`src/rtl/calc_pkg.sv`:
```
// Shared types and helpers for the MiniCalculator sequencing controller.
package calc_pkg;

    typedef enum logic [1:0] {
        StIdle = 2'd0,
        StOper = 2'd1,
        StExec = 2'd2,
        StShow = 2'd3
    } state_e;

    typedef enum logic [1:0] {
        OpAdd = 2'd0,
        OpSub = 2'd1,
        OpMul = 2'd2,
        OpDiv = 2'd3
    } op_e;

    // Key vector layout fed to the edge detector: {clr, eq, op[3:0]}
    localparam int unsigned KeyW   = 6;
    localparam int unsigned KeyClr = 5;
    localparam int unsigned KeyEq  = 4;

    // Priority encode the operator keys: bit3 (add) wins over bit2 over bit1 over bit0
    function automatic op_e op_encode(input logic [3:0] btn);
        op_e op;
        if (btn[3]) begin
            op = OpAdd;
        end else if (btn[2]) begin
            op = OpSub;
        end else if (btn[1]) begin
            op = OpMul;
        end else begin
            op = OpDiv;
        end
        return op;
    endfunction

endpackage

```
`src/rtl/btn_edge.sv`:
```
// N-bit rising-edge detector. History resets to all-ones so a key held
// through reset does not produce a spurious event on release of reset.
module btn_edge #(
    parameter int unsigned N = 1
) (
    input  logic         clk_i,
    input  logic         rst_ni,
    input  logic [N-1:0] btn_i,
    output logic [N-1:0] rise_o
);

    logic [N-1:0] hist_q;

    // Previous-cycle key levels
    always_ff @(posedge clk_i) begin
        if (!rst_ni) begin
            hist_q <= '1;
        end else begin
            hist_q <= btn_i;
        end
    end

    assign rise_o = btn_i & ~hist_q;

endmodule

```
`src/rtl/calc_ctrl.sv`:
```
// Sequencing controller: captures operands/operator from keys and switches,
// runs one start/done transaction on the ALU and holds the result for display.
module calc_ctrl
    import calc_pkg::*;
#(
    parameter int unsigned WIDTH   = 8,
    parameter int unsigned TIMEOUT = 255
) (
    input  logic               clk_i,
    input  logic               rst_ni,
    input  logic [3:0]         op_btn_i,
    input  logic               eq_btn_i,
    input  logic               clr_btn_i,
    input  logic [WIDTH-1:0]   sw_val_i,
    output logic               alu_start_o,
    output logic [1:0]         alu_op_o,
    output logic [WIDTH-1:0]   alu_a_o,
    output logic [WIDTH-1:0]   alu_b_o,
    input  logic               alu_done_i,
    input  logic [2*WIDTH-1:0] alu_result_i,
    input  logic               alu_err_i,
    output logic [2*WIDTH-1:0] disp_val_o,
    output logic               disp_err_o,
    output logic               busy_o
);

    localparam int unsigned CntW = (TIMEOUT < 2) ? 1 : $clog2(TIMEOUT + 1);
    // Count value during the last EXEC cycle before the timeout fires
    localparam logic [CntW-1:0] CntLast = CntW'(TIMEOUT - 1);

    logic [KeyW-1:0] key_rise;
    logic [3:0]      op_rise;
    logic            eq_rise;
    logic            clr_rise;
    logic            op_any;

    state_e             state_q, state_d;
    op_e                op_q, op_d;
    logic [WIDTH-1:0]   a_q, a_d;
    logic [WIDTH-1:0]   b_q, b_d;
    logic [2*WIDTH-1:0] disp_q, disp_d;
    logic               err_q, err_d;
    logic               start_q, start_d;
    logic               busy_q, busy_d;
    logic [CntW-1:0]    cnt_q, cnt_d;
    logic               pend_q, pend_d;

    logic               do_clr;
    logic               done_ok;
    logic               clr_pend;

    btn_edge #(
        .N (KeyW)
    ) u_btn_edge (
        .clk_i  (clk_i),
        .rst_ni (rst_ni),
        .btn_i  ({clr_btn_i, eq_btn_i, op_btn_i}),
        .rise_o (key_rise)
    );

    assign op_rise  = key_rise[3:0];
    assign eq_rise  = key_rise[KeyEq];
    assign clr_rise = key_rise[KeyClr];
    assign op_any   = |op_rise;

    // The ALU may not complete in the cycle it is being started
    assign done_ok  = alu_done_i && !start_q;
    assign clr_pend = pend_q || clr_rise;

    // Next-state logic for the FSM, operand registers, display and timeout counter
    always_comb begin
        state_d = state_q;
        op_d    = op_q;
        a_d     = a_q;
        b_d     = b_q;
        disp_d  = disp_q;
        err_d   = err_q;
        start_d = 1'b0;
        cnt_d   = cnt_q;
        pend_d  = pend_q;
        do_clr  = 1'b0;

        unique case (state_q)
            StIdle: begin
                disp_d = {{WIDTH{1'b0}}, sw_val_i};
                if (clr_rise) begin
                    do_clr = 1'b1;
                end else if (op_any) begin
                    a_d     = sw_val_i;
                    op_d    = op_encode(op_rise);
                    state_d = StOper;
                end
            end

            StOper: begin
                disp_d = {{WIDTH{1'b0}}, sw_val_i};
                if (clr_rise) begin
                    do_clr = 1'b1;
                end else if (op_any) begin
                    op_d = op_encode(op_rise);
                end else if (eq_rise) begin
                    b_d     = sw_val_i;
                    start_d = 1'b1;
                    cnt_d   = '0;
                    state_d = StExec;
                end
            end

            StExec: begin
                cnt_d = cnt_q + CntW'(1);
                if (clr_rise) begin
                    pend_d = 1'b1;
                end
                // A completion beats a timeout landing in the same cycle
                if (done_ok) begin
                    if (clr_pend) begin
                        do_clr = 1'b1;
                    end else begin
                        disp_d  = alu_result_i;
                        err_d   = alu_err_i;
                        state_d = StShow;
                    end
                end else if (cnt_q == CntLast) begin
                    if (clr_pend) begin
                        do_clr = 1'b1;
                    end else begin
                        err_d   = 1'b1;
                        state_d = StShow;
                    end
                end
            end

            StShow: begin
                if (clr_rise) begin
                    do_clr = 1'b1;
                end else if (!err_q) begin
                    if (op_any) begin
                        a_d     = disp_q[WIDTH-1:0];
                        op_d    = op_encode(op_rise);
                        state_d = StOper;
                    end else if (eq_rise) begin
                        // Repeat the last operation using the result as operand A
                        a_d     = disp_q[WIDTH-1:0];
                        start_d = 1'b1;
                        cnt_d   = '0;
                        state_d = StExec;
                    end
                end
            end

            default: begin
                state_d = StIdle;
            end
        endcase

        if (do_clr) begin
            state_d = StIdle;
            op_d    = OpAdd;
            a_d     = '0;
            b_d     = '0;
            disp_d  = '0;
            err_d   = 1'b0;
            cnt_d   = '0;
            pend_d  = 1'b0;
        end

        busy_d = (state_d == StExec);
    end

    // State and output registers with synchronous active-low reset
    always_ff @(posedge clk_i) begin
        if (!rst_ni) begin
            state_q <= StIdle;
            op_q    <= OpAdd;
            a_q     <= '0;
            b_q     <= '0;
            disp_q  <= '0;
            err_q   <= 1'b0;
            start_q <= 1'b0;
            busy_q  <= 1'b0;
            cnt_q   <= '0;
            pend_q  <= 1'b0;
        end else begin
            state_q <= state_d;
            op_q    <= op_d;
            a_q     <= a_d;
            b_q     <= b_d;
            disp_q  <= disp_d;
            err_q   <= err_d;
            start_q <= start_d;
            busy_q  <= busy_d;
            cnt_q   <= cnt_d;
            pend_q  <= pend_d;
        end
    end

    assign alu_start_o = start_q;
    assign alu_op_o    = op_q;
    assign alu_a_o     = a_q;
    assign alu_b_o     = b_q;
    assign disp_val_o  = disp_q;
    assign disp_err_o  = err_q;
    assign busy_o      = busy_q;

    // Start is a single-cycle strobe that only accompanies entry into EXEC
    assert property (@(posedge clk_i) disable iff (!rst_ni) start_q |=> !start_q);
    assert property (@(posedge clk_i) disable iff (!rst_ni) start_q |-> busy_q);

endmodule

```
`config.mk`:
```
export PLATFORM = sky130hd
export DESIGN_NAME = calc_ctrl
export DESIGN_NICKNAME = d
export VERILOG_FILES = /design/src/rtl/calc_pkg.sv /design/src/rtl/btn_edge.sv /design/src/rtl/calc_ctrl.sv
export SDC_FILE = /design/constraint.sdc
export NUM_CORES = 1
export LEC_CHECK = 0
export CORE_MARGIN = 1.5
export CORE_UTILIZATION = 47
export DETAILED_ROUTE_END_ITERATION = 6
export PLACE_DENSITY = 0.8
export SETUP_SLACK_MARGIN = 0.3
export SYNTH_ARGS = -nofsm -noshare
export SYNTH_HDL_FRONTEND = slang
export SYNTH_HIERARCHICAL = 1
export SYNTH_SLANG_ARGS = --single-unit
```
`constraint.sdc`:
```
create_clock -name clk_i -period 2.2 [get_ports clk_i]
set_input_delay 0.22 -clock clk_i [delete_from_list [all_inputs] [get_ports clk_i]]
set_output_delay 0.22 -clock clk_i [all_outputs]
set_load 0.01 [all_outputs]
```
==> results of run 1 <==
final cells by class:
class | instances | area (um^2)
timing repair buffer | 86 | 845.8
fill | 396 | 1439
multi-input combinational | 175 | 1205
tap | 67 | 83.83
inverter | 5 | 18.77
clock buffer | 5 | 68.82
sequential | 54 | 1081
clock inverter | 3 | 43.79
synthesized netlist by cell type (all sizes together), types with 2 or more instances:
cell	n
nor2	35
xor2	6
nor3	10
a22oi	8
mux2i	18
ha	2
and3	2
a21oi	2
nand4	3
o21ai	10
nand3	3
a311oi	8
dfxtp	54
buf	13
nor2b	8
nor4	3
inv	5
nand2b	9
nand2	22
o211a	8
and2	2
critical path, delay by kind of cell:
family / cells / cell delay, ps
AOI/OAI and AO/OA: 2 / 370
buffers and inverters: 1 / 410
and+or+nand+nor: 3 / 990
what timing repair did:
| action | in CTS | in global routing |
|---|---|---|
| pin swaps | 0 | 1 |
| resized for setup | 1 | 2 |
| endpoints found under the setup margin | 1 | 3 |
worst paths after layout:
path / start / end / depth (start not counted)
setup / recovery: op_btn_i[1] / alu_a_o[3] / 6
hold / removal: alu_result_i[4] / disp_val_o[4] / 3
setup reg to reg: cnt_q[0] / disp_val_o[5] / 7
hold reg to reg: alu_b_o[5] / alu_b_o[5] / 2
per-stage QoR:
step | setup slack (ps) | hold slack (ps)
final | 415.1 | 464.4
after floorplan | 417.9 | 293.0
after CTS | 397.6 | 456.6
after detailed placement | 92.31 | 482.2
after global routing | 300.2 | 480.2
after global placement | 150.6 | 477.0
registers in the layout, indices dropped and copies added, names as in the netlist:
| name | count |
|---|---|
| alu_op_o | 2 |
| pend_q | 1 |
| disp_val_o | 16 |
| cnt_q | 8 |
| disp_err_o | 1 |
| busy_o | 1 |
| alu_a_o | 8 |
| state_q | 2 |
| alu_start_o | 1 |
| u_btn_edge/hist_q | 6 |
| alu_b_o | 8 |
cell families (layout without fill, tap and decap cells):
family,Yosys count,count (layout),share of synthesized area
adder cells (fa/ha/maj),2,2,0.01051
AO/OA/AOI/OAI,46,46,0.1693
multiplexers,18,18,0.07571
buffers and inverters,19,99,0.04469
flip-flops,54,54,0.4543
AND/OR/NAND/NOR,103,103,0.2234
XOR/XNOR,6,6,0.02208
cell usage in the layout (no fill, tap or decap), types with 2 or more instances in the layout:
| master | synthesis | layout |
|---|---|---|
| inv_1 | 5 | 5 |
| and3_1 | 2 | 2 |
| a311oi_1 | 8 | 6 |
| nand3_1 | 3 | 3 |
| clkdlybuf4s50_1 | 0 | 70 |
| a311oi_2 | 0 | 2 |
| o211a_1 | 8 | 8 |
| dfxtp_1 | 54 | 54 |
| xor2_1 | 6 | 6 |
| nor2_1 | 35 | 35 |
| nor2b_1 | 8 | 8 |
| ha_1 | 2 | 2 |
| nand2_1 | 22 | 22 |
| a22oi_1 | 8 | 8 |
| buf_12 | 0 | 2 |
| o21ai_0 | 10 | 9 |
| mux2i_1 | 18 | 18 |
| nor3_1 | 10 | 10 |
| a21oi_1 | 2 | 2 |
| nand2b_1 | 9 | 9 |
| nor4_2 | 2 | 2 |
| nand4_1 | 3 | 3 |
| clkbuf_8 | 0 | 5 |
| and2_1 | 2 | 2 |
| buf_4 | 5 | 14 |
power breakdown:
part,switching (uW),leakage [uW],internal (uW)
Combinational,130,0.000867,167
Clock,325,0.0000585,341
Sequential,23.0,0.000441,1020
Total,479,0.00137,1520
layer usage:
layer / share of wire / track usage / up-vias
met1: 0.46 / 0.2720 / 1000
met2: 0.47 / 0.3433 / 68
met5: 0 / 0 / -
met3: 0.048 / 0.03659 / 9
met4: 0.019 / 0.09877 / 0
li1: - / - / 1043
==> impl_metrics.csv, run 1 <==
group,metric,value,unit
critical_path,end_kind,"flop",
synth,async_flop_share,0,
global_route,grt_max_degree,22,
power_and_ir_drop,p_per_area,598.2,mW/mm^2
cts,post-cts-setup-buffer-count,0,
cts,numCtsBuffers,5,
timing,slew_headroom,0.7026,
floorplanning,die_y,74.16,um
global_route,overflow,0,
run_status,run_status,"finished clean",
floorplanning,die_w,74.16,um
cells_and_area,antenna_cells,0,
timing,min_period,1785,ps
route,vias,2120,
cts,cts_hold_buffers,0,
cells_and_area,fin_nets,363,
cts,clkTransAtPathRegs,100,ps
timing,finalMaxSlewViolations,0,
cells_and_area,final_area,0.003347,mm^2
critical_path,critPathRequiredTime,2410,ps
cts,insertion_delay,310,ps
critical_path,path_cells,"clkdlybuf4s50_1 -> nor2b_1 -> nor4_4 -> a2111oi_4 -> or2_1 -> o211a_1",
timing,hold_viol,0,
synth,synth.top_cell.area_share,0.4543,
worst_hold_path,hold_class,"in -> reg",
timing,period_share,0.8113,
synth,ys_seq_elements,54,
timing,rsz0062_at_grt,"false",
global_route,grt_usage,0.2108,
synth,ys_types,41,
timing,setup_viol,0,
floorplanning,io_pins,71,
placement,place_hpwl,4147,um
critical_path,crit_type,"in -> reg",
route,wl,5591,um
route,first_pass_iters,5,
cells_and_area,postLayoutCoreUtil,0.6993,
cells_and_area,syn2layout_area_growth,40.64,%
critical_path,arrival,1990,ps
synth,syn-num-nets,284,
floorplanning,core,0.004786,mm^2
route,antenna_left,0,
critical_path,critical_path.max_stage_delay,470,ps
synth,yosysSeqAreaShare,0.4543,
critical_path,rrSetupSlack,430,ps
synth,ys.flop_type,"dfxtp_1",
floorplanning,initial_core_util,0.4973,
critical_path,cp_max_fo,8,
synth,syn-instance-count,248,
critical_path,cp_slowest_cell,"nor4_4",
placement,dp.cells,387,
placement,routabilityCongestion,0.7998,
floorplanning,dieArea,0.005499,mm^2
cells_and_area,drive_above_1_share,0.1006,
global_route,antenna_found_initial,0,
synth,postSynthAreaPerCell,9.596,um^2
floorplanning,rows,25,
synth,synth-edff-count,0,
run,maxCapViolations,0,
cts,ctsHtreeMaxLevel,2,
route,drt-vias-per-instance,5.367,
cells_and_area,instances_no_fill,395,
timing,fmax,560.3,MHz
cts,clock_sinks,54,
power_and_ir_drop,leakagePower,0.001366,uW
route,drtIter0Drc,130,
power_and_ir_drop,power,2002,uW
synth,ys_top_cells_by_area,"dfxtp_1 45%, mux2i_1 7.6%, nor2_1 5.5%, nand2_1 3.5%, o211a_1 3.4%",
power_and_ir_drop,ir_drop,0.3480,mV
placement,postPlaceCellArea,0.003222,mm^2
placement,port_buffers,70,
timing,finalClockSkew,7.824,ps
route,wl_per_cell,14.15,um
synth,yosysTopAreaCell,"dfxtp_1",
critical_path,startpoint_type,"input port",
cts,clock-root-buffer,"clkbuf_8",
global_route,grt_pass1_vias,1994,
route,drcViolationCount,0,
synth,ys_warn_count,6,
cts,cts_tree,"done",
synth,synth_area,0.002380,mm^2
cts,cts_buffer_depth,2,
timing,fin_tns_setup,0,ps
timing,tightest_slew,445.0,ps
global_route,grt_first_pass_wirelength,8963,um
No activity file was read; power rests on OpenSTA's default activity.
==> run 2: changes to the inputs <==
--- a/config.mk
+++ b/config.mk
@@ -6,9 +6,9 @@
 export NUM_CORES = 1
 export LEC_CHECK = 0
 export CORE_MARGIN = 1.5
-export CORE_UTILIZATION = 47
+export CORE_UTILIZATION = 42
 export DETAILED_ROUTE_END_ITERATION = 6
-export PLACE_DENSITY = 0.8
+export PLACE_DENSITY = 0.75
 export SETUP_SLACK_MARGIN = 0.3
 export SYNTH_ARGS = -nofsm -noshare
 export SYNTH_HDL_FRONTEND = slang
==> constraint.sdc (replaced) <==
create_clock -name clk_i -period 1.6 [get_ports clk_i]
set_input_delay 0.16 -clock clk_i [delete_from_list [all_inputs] [get_ports clk_i]]
set_output_delay 0.16 -clock clk_i [all_outputs]
set_load 0.01 [all_outputs]
==> run 2 against run 1 <==
Compared with the run above:
- the flow now finishes with violations (negative setup slack)
- flip-flop and latch count is the same
- clock skew up 5.7 ps
- critical path depth stayed put
- final area rose by 17%
- sequential share of layout area down 4.5 points
- global-route usage up 0.93 points
- via count increased by 6.5%
- critical path type unchanged
- highest routed layer unchanged
==> impl_metrics.csv, run 2 (synthesized netlist as in run 1, its figures left out) <==
group,metric,value,unit
critical_path,end_kind,"flop",
cts,cts_hold_buffers,0,
timing,hold_viol,0,
cells_and_area,antenna_cells,0,
cells_and_area,syn2layout_area_growth,65.04,%
cells_and_area,drive_above_1_share,0.3196,
cts,cts_buffer_depth,2,
timing,fmax,610.2,MHz
global_route,grt_first_pass_wirelength,10590,um
critical_path,arrival,1850,ps
cells_and_area,fin_nets,398,
critical_path,startpoint_type,"input port",
cts,numCtsBuffers,5,
timing,slew_headroom,0.6988,
power_and_ir_drop,power,2889,uW
route,vias,2257,
cells_and_area,final_area,0.003928,mm^2
global_route,overflow,0,
global_route,antenna_found_initial,0,
cts,cts_tree,"done",
route,first_pass_iters,4,
floorplanning,die_y,78.28,um
placement,pre_cts_slack,-430.7,ps
critical_path,r2r_start,"u_btn_edge/hist_q[2]",
floorplanning,die_w,78.28,um
cells_and_area,layout_common_cells,"46 x dfxtp_1, 39 x buf_4, 38 x dlygate4sd2_1",
timing,fin_ws,-38.79,ps
placement,port_buffers,70,
timing,setup_viol,16,
floorplanning,dieArea,0.006127,mm^2
placement,routabilityCongestion,0.8142,
timing,finalMaxSlewViolations,0,
global_route,grt_usage,0.2201,
timing,period_share,1.024,
critical_path,reg2reg_to,"alu_a_o[1]",
cts,clkTransAtPathRegs,100,ps
run,maxCapViolations,0,
power_and_ir_drop,ir_drop,0.5371,mV
cts,clock-root-buffer,"clkbuf_8",
route,wl_per_cell,15.37,um
run_status,violations,"negative setup slack",
floorplanning,io_pins,71,
route,antenna_left,0,
power_and_ir_drop,leakagePower,0.001782,uW
cts,ctsHtreeMaxLevel,2,
timing,min_period,1639,ps
critical_path,ff2ff_path_depth,5,
floorplanning,core,0.005473,mm^2
timing,fin_tns_setup,-273.0,ps
global_route,grt_pass1_vias,2228,
floorplanning,rows,27,
critical_path,cp_max_fo,8,
cells_and_area,final_common_cell,"dfxtp_1",
critical_path,endpoint,"alu_a_o[1]",
floorplanning,initial_core_util,0.4348,
route,wl,6686,um
cells_and_area,largest_register_ffs,16,
worst_hold_path,hold_class,"in -> reg",
critical_path,critPathRequiredTime,1810,ps
timing,tightest_slew,448.5,ps
timing,rsz0062_at_grt,"true",
global_route,grt_max_degree,20,
critical_path,cp-startpoint,"op_btn_i[0]",
placement,place_hpwl,4310,um
timing,finalClockSkew,13.48,ps
cts,insertion_delay,320,ps
route,drcViolationCount,0,
critical_path,rrSetupSlack,-30,ps
run_status,run_status,"finished with violations",
power_and_ir_drop,p_per_area,735.5,mW/mm^2
route,drt-vias-per-instance,5.189,
route,drtIter0Drc,123,
cts,clock_sinks,54,
placement,postPlaceCellArea,0.003496,mm^2
critical_path,crit_type,"in -> reg",
run 2: cell type report:
class	instances	area (um^2)
clock inverters	3	48.80
repair buffers	121	1146
multi-input cells	175	1464
clock buffers	5	68.82
fillers	421	1545
well taps	72	90.09
inverters	5	18.77
flip-flops and latches	54	1091
run 2: through the flow:
stage / hold WS [ps] / instances / util
final: 73.11 / 435 / 0.7177
after global routing: 85.04 / 435 / 0.7177
after CTS: 190.4 / 428 / 0.6902
after detailed placement: 483.7 / 414 / 0.6388
after global placement: 477.0 / 414 / 0.6388
after floorplan: 233.0 / 248 / -
run 2: power breakdown:
part           switching [uW]  leakage, uW  internal, uW
clock network             490    0.0000563           477
registers                43.8     0.000442          1400
logic                     212      0.00128           267
total                     747      0.00178          2140
run 2: per-layer routing:
metal	track usage	wire, um
met3	0.04302	285
met2	0.3730	3411
met1	0.2759	2913
met5	0	0
met4	0.08393	76
run 2: worst min-delay path by stage:
stage	start	end	slack [ps]	cells after the start
floorplan	rst_ni	u_btn_edge/hist_q[2]	230	1
detailed placement	alu_b_o[6]	alu_b_o[6]	480	2
CTS	op_btn_i[1]	u_btn_edge/hist_q[1]	190	2
global route	clr_btn_i	u_btn_edge/hist_q[5]	90	2
finish	clr_btn_i	u_btn_edge/hist_q[5]	70	2
global placement	alu_b_o[5]	alu_b_o[5]	480	2
run 2: timing repair:
| action | in CTS | in global routing |
|---|---|---|
| gates resized for setup | 82 | 20 |
| gates cloned | 1 | 2 |
| buffers inserted | 5 | 5 |
| pin swaps | 23 | 11 |
| setup endpoints to repair | 85 | 48 |
run 2: critical path, stage by stage:
cell and delay, ps:
clkdlybuf4s50_1 430, nor2b_4 160, nor4_4 450, a2111oi_4 150
or2_4 290, o211a_1 210
==> run 3: changes to the inputs <==
--- a/config.mk
+++ b/config.mk
@@ -5,6 +5,7 @@
 export SDC_FILE = /design/constraint.sdc
 export NUM_CORES = 1
 export LEC_CHECK = 0
+export CAP_MARGIN = 20
 export CORE_MARGIN = 1.5
 export CORE_UTILIZATION = 42
 export DETAILED_ROUTE_END_ITERATION = 6
==> results of run 3 <==
Final layout, timing and power as in run 2 (identical DEF).
